$ cat config.mk
export PLATFORM = sky130hd
export DESIGN_NAME = ddr_write_coalescer_flat
export DESIGN_NICKNAME = d
export VERILOG_FILES = /design/src/rtl/ddr_write_coalescer_if.sv /design/src/rtl/ddr_write_coalescer.sv /design/src/flat_wrapper.sv
export SDC_FILE = /design/constraint.sdc
export NUM_CORES = 1
export LEC_CHECK = 0
export ABC_CLOCK_PERIOD_IN_PS = 6500
export BUFFER_PORTS_ARGS = -buffer_cell sky130_fd_sc_hd__buf_2
export CELL_PAD_IN_SITES_DETAIL_PLACEMENT = 1
export CELL_PAD_IN_SITES_GLOBAL_PLACEMENT = 1
export CORE_ASPECT_RATIO = 1.2
export CORE_MARGIN = 4
export CORE_UTILIZATION = 49
export CTS_CLUSTER_SIZE = 8
export DETAILED_ROUTE_END_ITERATION = 10
export GPL_TIMING_DRIVEN = 0
export MAX_ROUTING_LAYER = met4
export PLACE_DENSITY = 0.86
export SLEW_MARGIN = 30
export SYNTH_ARGS = -nofsm -noshare
export SYNTH_HDL_FRONTEND = slang
export SYNTH_SLANG_ARGS = --single-unit
$ cat constraint.sdc
create_clock -name clk_in -period 6.5 [get_ports clk_in]
set_input_delay 0.65 -clock clk_in [delete_from_list [all_inputs] [get_ports clk_in]]
set_output_delay 0.65 -clock clk_in [all_outputs]
set_load 0.03 [all_outputs]
$ cat src/rtl/ddr_write_coalescer_if.sv
// Pixel-in / DDR-write-out bundle for the write coalescer.
// The slave modport is the coalescer itself; master is the rasteriser/FIFO side.
interface ddr_write_coalescer_if #(
  parameter int PIXEL_WIDTH = 16,
  parameter int ADDR_WIDTH  = 27
);
  logic                     pixel_valid_in;
  logic                     pixel_ready_out;
  logic [ADDR_WIDTH+2:0]    pixel_addr_in;
  logic [PIXEL_WIDTH-1:0]   pixel_data_in;
  logic                     frame_flush_in;
  logic [8*PIXEL_WIDTH+15:0] write_data;
  logic                     last_write;
  logic                     data_fifo_valid_in;
  logic                     data_fifo_ready_out;
  logic [ADDR_WIDTH-1:0]    write_addr;
  logic                     addr_fifo_valid_in;
  logic                     addr_fifo_ready_out;
  logic                     busy_out;
  logic [31:0]              lines_written_out;

  modport slave (
    input  pixel_valid_in, pixel_addr_in, pixel_data_in, frame_flush_in,
    input  data_fifo_ready_out, addr_fifo_ready_out,
    output pixel_ready_out, write_data, last_write, data_fifo_valid_in,
    output write_addr, addr_fifo_valid_in, busy_out, lines_written_out
  );

  modport master (
    output pixel_valid_in, pixel_addr_in, pixel_data_in, frame_flush_in,
    output data_fifo_ready_out, addr_fifo_ready_out,
    input  pixel_ready_out, write_data, last_write, data_fifo_valid_in,
    input  write_addr, addr_fifo_valid_in, busy_out, lines_written_out
  );
endinterface

$ cat src/rtl/ddr_write_coalescer.sv
// Gathers scattered 16-bit pixel writes into 128-bit DDR words with byte strobes and
// emits each finished line as a single-beat write into the data and address FIFOs.
module ddr_write_coalescer #(
  parameter int PIXEL_WIDTH   = 16,
  parameter int ADDR_WIDTH    = 27,
  parameter int FLUSH_TIMEOUT = 64
) (
  input logic                   clk_in,
  input logic                   rst_n_in,
  ddr_write_coalescer_if.slave  bus
);
  localparam int LINE_W = 8 * PIXEL_WIDTH;
  localparam int CNT_W  = $clog2(FLUSH_TIMEOUT + 1);

  typedef enum logic [1:0] {EMPTY, FILLING, FLUSH} state_t;

  state_t                  state;
  logic [ADDR_WIDTH-1:0]   cur_word;
  logic [LINE_W-1:0]       line_data;
  logic [15:0]             line_strb;
  logic [CNT_W-1:0]        idle_cnt;
  logic [31:0]             lines;
  logic                    data_valid;
  logic                    addr_valid;
  logic [LINE_W+15:0]      wr_data;
  logic [ADDR_WIDTH-1:0]   wr_addr;

  logic [ADDR_WIDTH-1:0]   pix_word;
  logic [2:0]              pix_slot;
  logic                    word_differs;
  logic                    ready;
  logic                    accept;
  logic                    timeout_hit;
  logic                    flush_now;
  logic [ADDR_WIDTH-1:0]   flush_word;
  logic                    data_left;
  logic                    addr_left;
  logic [LINE_W-1:0]       next_data;
  logic [15:0]             next_strb;

  assign pix_word     = bus.pixel_addr_in[ADDR_WIDTH+2:3];
  assign pix_slot     = bus.pixel_addr_in[2:0];
  assign word_differs = bus.pixel_valid_in && (pix_word != cur_word);
  assign ready        = (state == EMPTY) || ((state == FILLING) && !word_differs);
  assign accept       = bus.pixel_valid_in && ready;
  assign timeout_hit  = !accept && ((int'(idle_cnt) + 1) >= FLUSH_TIMEOUT);
  assign flush_word   = (state == EMPTY) ? pix_word : cur_word;
  assign data_left    = data_valid && !bus.data_fifo_ready_out;
  assign addr_left    = addr_valid && !bus.addr_fifo_ready_out;

  // Line contents as they will be after this cycle's accepted pixel (last write to a slot wins).
  always_comb begin
    next_data = line_data;
    next_strb = line_strb;
    if (accept) begin
      next_data[int'(pix_slot) * PIXEL_WIDTH +: PIXEL_WIDTH] = bus.pixel_data_in;
      next_strb[int'(pix_slot) * 2 +: 2]                     = 2'b11;
    end
  end

  always_comb begin
    flush_now = 1'b0;
    case (state)
      EMPTY:   flush_now = accept && bus.frame_flush_in;
      FILLING: flush_now = (next_strb == 16'hFFFF) || word_differs ||
                           bus.frame_flush_in || timeout_hit;
      default: flush_now = 1'b0;
    endcase
  end

  always_ff @(posedge clk_in or negedge rst_n_in) begin
    if (!rst_n_in) begin
      state      <= EMPTY;
      cur_word   <= '0;
      line_data  <= '0;
      line_strb  <= '0;
      idle_cnt   <= '0;
      lines      <= '0;
      data_valid <= 1'b0;
      addr_valid <= 1'b0;
      wr_data    <= '0;
      wr_addr    <= '0;
    end else begin
      case (state)
        EMPTY: begin
          if (accept) begin
            cur_word  <= pix_word;
            line_data <= next_data;
            line_strb <= next_strb;
            idle_cnt  <= '0;
            state     <= flush_now ? FLUSH : FILLING;
          end
        end
        FILLING: begin
          line_data <= next_data;
          line_strb <= next_strb;
          idle_cnt  <= accept ? '0 : idle_cnt + 1'b1;
          if (flush_now) state <= FLUSH;
        end
        FLUSH: begin
          // Each FIFO side retires on its own handshake; the line is done when both have.
          if (data_valid && bus.data_fifo_ready_out) data_valid <= 1'b0;
          if (addr_valid && bus.addr_fifo_ready_out) addr_valid <= 1'b0;
          if (!data_left && !addr_left) begin
            lines     <= lines + 32'd1;
            line_data <= '0;
            line_strb <= '0;
            idle_cnt  <= '0;
            state     <= EMPTY;
          end
        end
        default: state <= EMPTY;
      endcase

      if (flush_now) begin
        data_valid <= 1'b1;
        addr_valid <= 1'b1;
        wr_data    <= {next_data, next_strb};
        wr_addr    <= flush_word;
      end
    end
  end

  assign bus.pixel_ready_out    = ready;
  assign bus.write_data         = wr_data;
  assign bus.last_write         = 1'b1;
  assign bus.data_fifo_valid_in = data_valid;
  assign bus.write_addr         = wr_addr;
  assign bus.addr_fifo_valid_in = addr_valid;
  assign bus.busy_out           = (state != EMPTY);
  assign bus.lines_written_out  = lines;
endmodule
$ cat src/flat_wrapper.sv
// flat-port wrapper written by rule: the top's interface ports become plain ports
module ddr_write_coalescer_flat 
#(
  parameter int PIXEL_WIDTH   = 16,
  parameter int ADDR_WIDTH    = 27,
  parameter int FLUSH_TIMEOUT = 64
)
  (clk_in, rst_n_in, bus_pixel_valid_in, bus_pixel_addr_in, bus_pixel_data_in, bus_frame_flush_in, bus_data_fifo_ready_out, bus_addr_fifo_ready_out, bus_pixel_ready_out, bus_write_data, bus_last_write, bus_data_fifo_valid_in, bus_write_addr, bus_addr_fifo_valid_in, bus_busy_out, bus_lines_written_out);
  ddr_write_coalescer_if #(.PIXEL_WIDTH(PIXEL_WIDTH), .ADDR_WIDTH(ADDR_WIDTH)) bus_i ();
  input logic clk_in;
  input logic rst_n_in;
  input wire logic [$bits(bus_i.pixel_valid_in)-1:0] bus_pixel_valid_in;
  input wire logic [$bits(bus_i.pixel_addr_in)-1:0] bus_pixel_addr_in;
  input wire logic [$bits(bus_i.pixel_data_in)-1:0] bus_pixel_data_in;
  input wire logic [$bits(bus_i.frame_flush_in)-1:0] bus_frame_flush_in;
  input wire logic [$bits(bus_i.data_fifo_ready_out)-1:0] bus_data_fifo_ready_out;
  input wire logic [$bits(bus_i.addr_fifo_ready_out)-1:0] bus_addr_fifo_ready_out;
  output wire logic [$bits(bus_i.pixel_ready_out)-1:0] bus_pixel_ready_out;
  output wire logic [$bits(bus_i.write_data)-1:0] bus_write_data;
  output wire logic [$bits(bus_i.last_write)-1:0] bus_last_write;
  output wire logic [$bits(bus_i.data_fifo_valid_in)-1:0] bus_data_fifo_valid_in;
  output wire logic [$bits(bus_i.write_addr)-1:0] bus_write_addr;
  output wire logic [$bits(bus_i.addr_fifo_valid_in)-1:0] bus_addr_fifo_valid_in;
  output wire logic [$bits(bus_i.busy_out)-1:0] bus_busy_out;
  output wire logic [$bits(bus_i.lines_written_out)-1:0] bus_lines_written_out;
  assign bus_i.pixel_valid_in = bus_pixel_valid_in;
  assign bus_i.pixel_addr_in = bus_pixel_addr_in;
  assign bus_i.pixel_data_in = bus_pixel_data_in;
  assign bus_i.frame_flush_in = bus_frame_flush_in;
  assign bus_i.data_fifo_ready_out = bus_data_fifo_ready_out;
  assign bus_i.addr_fifo_ready_out = bus_addr_fifo_ready_out;
  assign bus_pixel_ready_out = bus_i.pixel_ready_out;
  assign bus_write_data = bus_i.write_data;
  assign bus_last_write = bus_i.last_write;
  assign bus_data_fifo_valid_in = bus_i.data_fifo_valid_in;
  assign bus_write_addr = bus_i.write_addr;
  assign bus_addr_fifo_valid_in = bus_i.addr_fifo_valid_in;
  assign bus_busy_out = bus_i.busy_out;
  assign bus_lines_written_out = bus_i.lines_written_out;
  ddr_write_coalescer #(.PIXEL_WIDTH(PIXEL_WIDTH), .ADDR_WIDTH(ADDR_WIDTH), .FLUSH_TIMEOUT(FLUSH_TIMEOUT)) u_core (.clk_in(clk_in), .rst_n_in(rst_n_in), .bus(bus_i));
endmodule
Word-level counts from Yosys, hierarchy flattened
Cells that the tools add are included.

word-level totals
  flip-flop bits (word level) = 385
  output and inout port bits = 208
  logic and storage cells = 86

cells by class
  $add $sub $neg = 5
  order comparisons = 1
  eq/ne operators = 7
  shift operators = 4
  muxes and demuxes = 27
  reduce and logical (&&, ||, !) cells = 32

operators by type and width
  kind                                                                            count
  128-bit two-way mux                                                             3
  128-bit one-hot mux with 3 select lines                                         1
  128-bit bitwise mux                                                             1
  16-bit by 33-bit variable shift with 128-bit output (first input constant)      1
  16-bit by 33-bit variable part select with 128-bit output                       1
  16-bit two-way mux                                                              3
  16-bit one-hot mux with 3 select lines                                          1
  4-bit negator with 33-bit output                                                1
  7-bit negator with 33-bit output                                                1
  2-bit by 33-bit variable shift with 16-bit output (first input constant)        1
  2-bit by 33-bit variable part select with 16-bit output (first input constant)  1
  32-bit by 1-bit adder with 32-bit output (second input constant)                1
  32-bit by 8-bit >= comparator with 1-bit output (second input constant)         1
  27-bit two-way mux                                                              1
  27-bit != test                                                                  1
  7-bit two-way mux                                                               3
  7-bit one-hot mux with 3 select lines                                           1
  16-bit bitwise mux                                                              1
  16-bit equality test (second input constant)                                    1
  1-bit logical AND                                                               10
  7-bit by 1-bit adder with 8-bit output (second input constant)                  1
  2-bit two-way mux                                                               4
  2-bit AND reduction                                                             4
  2-bit nonzero test                                                              4
  12 further kinds                                                                28

Depth between registers and ports, before layout
  depth after elaboration = 15
  mapped depth = 15

Least setup slack after synthesis
Ideal clock, no wire load.

  path type = input-to-reg
  start = input bus_pixel_addr_in[0]
  end = register u_core.wr_data[65] (netlist: u_core.bus.write_data[65])
  setup time = 0.127 ns
  data arrival time = 3.859 ns
  required time = 6.373 ns
  path slack = 2.513 ns
  stages = 15
  buffers on the path = 4
  path through = clkbuf_1 > inv_1 > ha_1 > ha_1 > or3b_2 > clkbuf_1 > o21ai_0 > o2bb2ai_1 > nand2_1 > a21oi_1 > o2111ai_1 > o31ai_4 > buf_4 > buf_4 > mux2_1

on the way
  longest elaborated chain between the ends = 9
  elaborated cells on any way between the ends = 15
  those cells by class = add/sub (2); eq/ne (1); shift (4); mux (5); reduce/logical (3)

ends and longest elaborated chain
  what                                                                                                                                 line                        text
  start, declared                                                                                                                      flat_wrapper.sv:13          input wire logic [$bits(bus_i.pixel_addr_in)-1:0] bus_pixel_addr_in;
  4-bit negator with 33-bit output                                                                                                     ddr_write_coalescer.sv:57   next_strb[int'(pix_slot) * 2 +: 2] = 2'b11;
  2-bit by 33-bit variable part select with 16-bit output / 2-bit by 33-bit variable shift with 16-bit output (equally long branches)  ddr_write_coalescer.sv:57
  16-bit bitwise mux                                                                                                                   ddr_write_coalescer.sv:57
  16-bit two-way mux                                                                                                                   ddr_write_coalescer.sv:55   if (accept) begin
  16-bit equality test                                                                                                                 ddr_write_coalescer.sv:65   FILLING: flush_now = (next_strb == 16'hFFFF) || word_differs ||
  1-bit logical OR (2 in series)                                                                                                       ddr_write_coalescer.sv:65
  1-bit logical OR                                                                                                                     ddr_write_coalescer.sv:66   bus.frame_flush_in || timeout_hit;
  1-bit one-hot mux with 2 select lines                                                                                                ddr_write_coalescer.sv:63   case (state)
  end signal, assigned                                                                                                                 ddr_write_coalescer.sv:118  wr_data <= {next_data, next_strb};
  end, declared                                                                                                                        ddr_write_coalescer.sv:25   logic [LINE_W+15:0] wr_data;

Several ways; a longest one is shown, not always the timed one.
A chain may end at the register's enable or synchronous reset.

Final worst setup path
  start = input bus_pixel_addr_in[0]
  end = register u_core.wr_data[68] (netlist: u_core.bus.write_data[68])

The elaborated chain is that of the path after synthesis.

==> metrics.yaml <==
status:
  status: "completed"
global_route:
  grt_pass1_vias: 15000
  track_usage_pct: 30.9
  overflow: 0
  grt_max_degree: 90
  antenna_found_initial: 5
  grt_pass1_wl_mm: 87.5
critical_path:
  cpPeakStageDelay_ps: 710
  slowest_stage: "o31ai_4"
  r2r_start: "u_core.cur_word[22]"
  critPathLaunchType: "primary input"
  worst-r2r-setup-slack_ps: 2070
  cp_data_arrival_time_ps: 5400
  rr_worst_depth: 11
  path_cells: "buf_2 -> clkbuf_1 -> inv_1 -> ha_1 -> ha_1 -> or3b_2 -> clkbuf_1 -> o21ai_0 -> o2bb2ai_1 -> nand2_1 -> a21oi_1 -> o2111ai_1 -> o31ai_4 -> buf_4 -> buf_4 -> mux2_1"
  reg2reg_to: "u_core.bus.write_data[68]"
  crit_type: "primary input to flip-flop"
  worst-path-buf-inv: 6
  crit_required_ps: 6950
  crit_family: "compound AO/OA/AOI/OAI gates"
  critical_path.endpoint_type: "flip-flop"
  cp_max_fo: 10
die:
  die-area_sq_um: 37800
  boundaryPins: 260
  core_area_sq_um: 34200
  initial_core_util_pct: 49.8
  die_w_microns: 178
  die_h_microns: 212
  rows: 74
timing:
  timing.hold.ws_ps: 30.2
  fmax_mhz: 202
  setup_tns_ps: 0
  period_share_pct: 76.2
  layout_min_cycle_time_ps: 4950
  setup_viol: 0
  hold_violations: 0
  max-slew-margin-rel_pct: 41.5
  rsz0062_at_grt: "no"
  worst_pin_slew_ps: 872
  fin_skew_ps: 23.1
  maxSlewViolCount: 0
cts:
  numCtsBuffers: 54
  tritoncts: "built"
  post_cts_buffers: 0
  clock-sinks: 385
  clockBufferDepth: 3
  cts_htree_levels: 2
  cts_resized: 0
  worst_skew_pair.late_latency_ps: 590
  root_buffer: "clkbuf_16"
  cts_hold_buf: 0
  clk_pin_slew_worst_paths_ps: 50
yosys:
  async_flop_share_pct: 100
  synth_nets: 1529
  synth_cell_type_count: 52
  synthFlopType: "dfrtp_1"
  ys_seq_area_share_pct: 56.7
  synth_cells: 1472
  ys_ff_latch: 385
  yosysWarnings: 0
  synth_edf_count: 0
  synth.avg_cell_area_sq_um: 11.6
  netlist_area_sq_um: 17000
route:
  ant_nets: 0
  vias: 13500
  wl_per_cell_microns: 25.3
  viasPerCell: 5.98
  drc: 0
  routed_wl_mm: 56.8
  dr.pass1.iters: 5
  drtIter0Drc: 1076
min_path:
  min_path_type: "primary input to asynchronous set/reset pin"
power:
  p_leak_nw: 10.5
  power-per-cell-area_nw_per_um2: 478
  peakVddDrop_mv: 0.253
placed_design:
  gp_congestion: 0.889
  io_buffers: 252
  hpwl_mm: 36.8
  placed_cells: 2184
final_layout:
  area_delta_synth_final_pct: 20.0
  finalNonFillerCells: 2249
  post_route_cells_drive_above_1_share_pct: 29.3
  fin_nets: 1841
  post-route-util_pct: 59.7
job:
  maxCapViolations: 0
[kinds of logic after synthesis]
group                      Yosys count  synth area share [%]
AOI/OAI and AO/OA                  227                  10.4
xor gates and xnor gates            59                  3.04
adders and majority gates            5                 0.368
buffers and inverters              140                  3.46
DFF                                385                  56.7
muxes                              243                  15.9
other                                1                0.0221
and+or+nand+nor                    412                  10.2
[worst reg2reg max path, stage by stage, from the launching register on]
cell	delay, ps
dfrtp_1	410
xor2_1	200
nor4_1	460
nand4_1	350
o32a_1	460
buf_2	240
o21ai_2	240
o2111ai_1	300
o31ai_4	710
buf_4	360
buf_4	240
mux2_1	350
[worst max path at each step]
stage / cells past startpoint / end / start / slack, ps
after detailed placement: 16 / u_core.bus.write_data[67] / bus_pixel_addr_in[0] / 1340
after CTS: 16 / u_core.bus.write_data[68] / bus_pixel_addr_in[0] / 1710
after global placement: 1 / u_core.bus.write_data[134] / rst_n_in / -2750
after floorplan: 15 / u_core.bus.write_data[65] / bus_pixel_addr_in[0] / 2510
after global routing: 16 / u_core.bus.write_data[67] / bus_pixel_addr_in[0] / 1380
final: 16 / u_core.bus.write_data[68] / bus_pixel_addr_in[0] / 1550
[layer usage]
metal | up-vias | part of all wire (%) | GRT usage [%] | wire (microns)
li1 | 5730 | - | - | -
met1 | 6888 | 38 | 36.1 | 21400
met2 | 648 | 49 | 50.5 | 27900
met3 | 185 | 7.9 | 6.56 | 4500
met4 | 0 | 5.4 | 15.7 | 3050
met5 | - | 0 | - | 0
[area by class of cell]
type	count	area [sq um]
fill	3596	13800
multi-input combinational	947	6790
sequential	385	9630
timing repair buffer	256	1380
clock buffer	56	1380
tap	456	571
inverter	46	173
clock inverter	3	37.5
buffer	94	415
antenna	6	15.0
[power breakdown]
group | switching (mW) | internal, mW | total (mW) | leakage [nW]
clock network | 1.02 | 1.48 | 2.50 | 0.697
logic | 2.26 | 1.22 | 3.49 | 4.72
registers | 0.593 | 3.17 | 3.77 | 5.12
[layout by cell type, fill, tap and decap left out, types with 24 or more instances in the layout]
master and n:
clkbuf_16 55, dfrtp_1 385, mux2_2 175, a221oi_1 29, nand3_1 24, a22o_1 88
clkbuf_1 65, nor2_1 72, o21ai_0 47, inv_1 46, mux2_1 37, nand2_1 255
buf_2 265, mux2i_1 31, xor2_1 33, xnor2_1 26
[stage by stage]
step	worst slack, ps	total power [mW]	area [sq um]
after floorplan	2510	5.92	17000
after global placement	-2750	6.96	18800
after detailed placement	1340	7.14	19000
after CTS	1710	9.78	20400
after global routing	1380	10.2	20400
final	1550	9.76	20400
[state kept, by name, indices dropped and copies added (netlist names)]
signal and count:
u_core.idle_cnt 7, u_core.bus.addr_fifo_valid_in 1, u_core.line_data 128, u_core.cur_word 27, u_core.bus.lines_written_out 32, u_core.state 2
u_core.bus.data_fifo_valid_in 1, u_core.bus.write_addr 27, u_core.bus.write_data 144, u_core.line_strb 16
[cells in the mapped netlist (3+ instances only)]
library cell | number | area share (%)
o21ai_1 | 8 | 0.24
nand2b_1 | 6 | 0.22
a221oi_1 | 29 | 1.5
or3b_2 | 3 | 0.15
or2_2 | 3 | 0.11
dfrtp_1 | 385 | 57
buf_6 | 4 | 0.26
xor2_1 | 33 | 1.7
or3_1 | 3 | 0.11
mux2_2 | 175 | 12
o2bb2ai_1 | 13 | 0.67
nor3_1 | 5 | 0.15
o31ai_1 | 5 | 0.22
mux2i_1 | 31 | 1.8
o21ai_0 | 47 | 1.4
nor4_1 | 7 | 0.26
mux2_1 | 37 | 2.4
nand2_1 | 255 | 5.6
inv_1 | 46 | 1.0
nor2_1 | 75 | 1.7
a22o_1 | 88 | 4.5
o32a_1 | 12 | 0.71
buf_2 | 14 | 0.41
nand3_1 | 24 | 0.71
buf_1 | 8 | 0.18
a21oi_1 | 9 | 0.26
xnor2_1 | 26 | 1.3
clkbuf_1 | 64 | 1.4
buf_4 | 4 | 0.18
and2_1 | 3 | 0.11
nor2b_1 | 6 | 0.22
and3_1 | 9 | 0.33
ha_1 | 5 | 0.37
nand4_1 | 7 | 0.26
No activity file was read; power rests on OpenSTA's default activity.
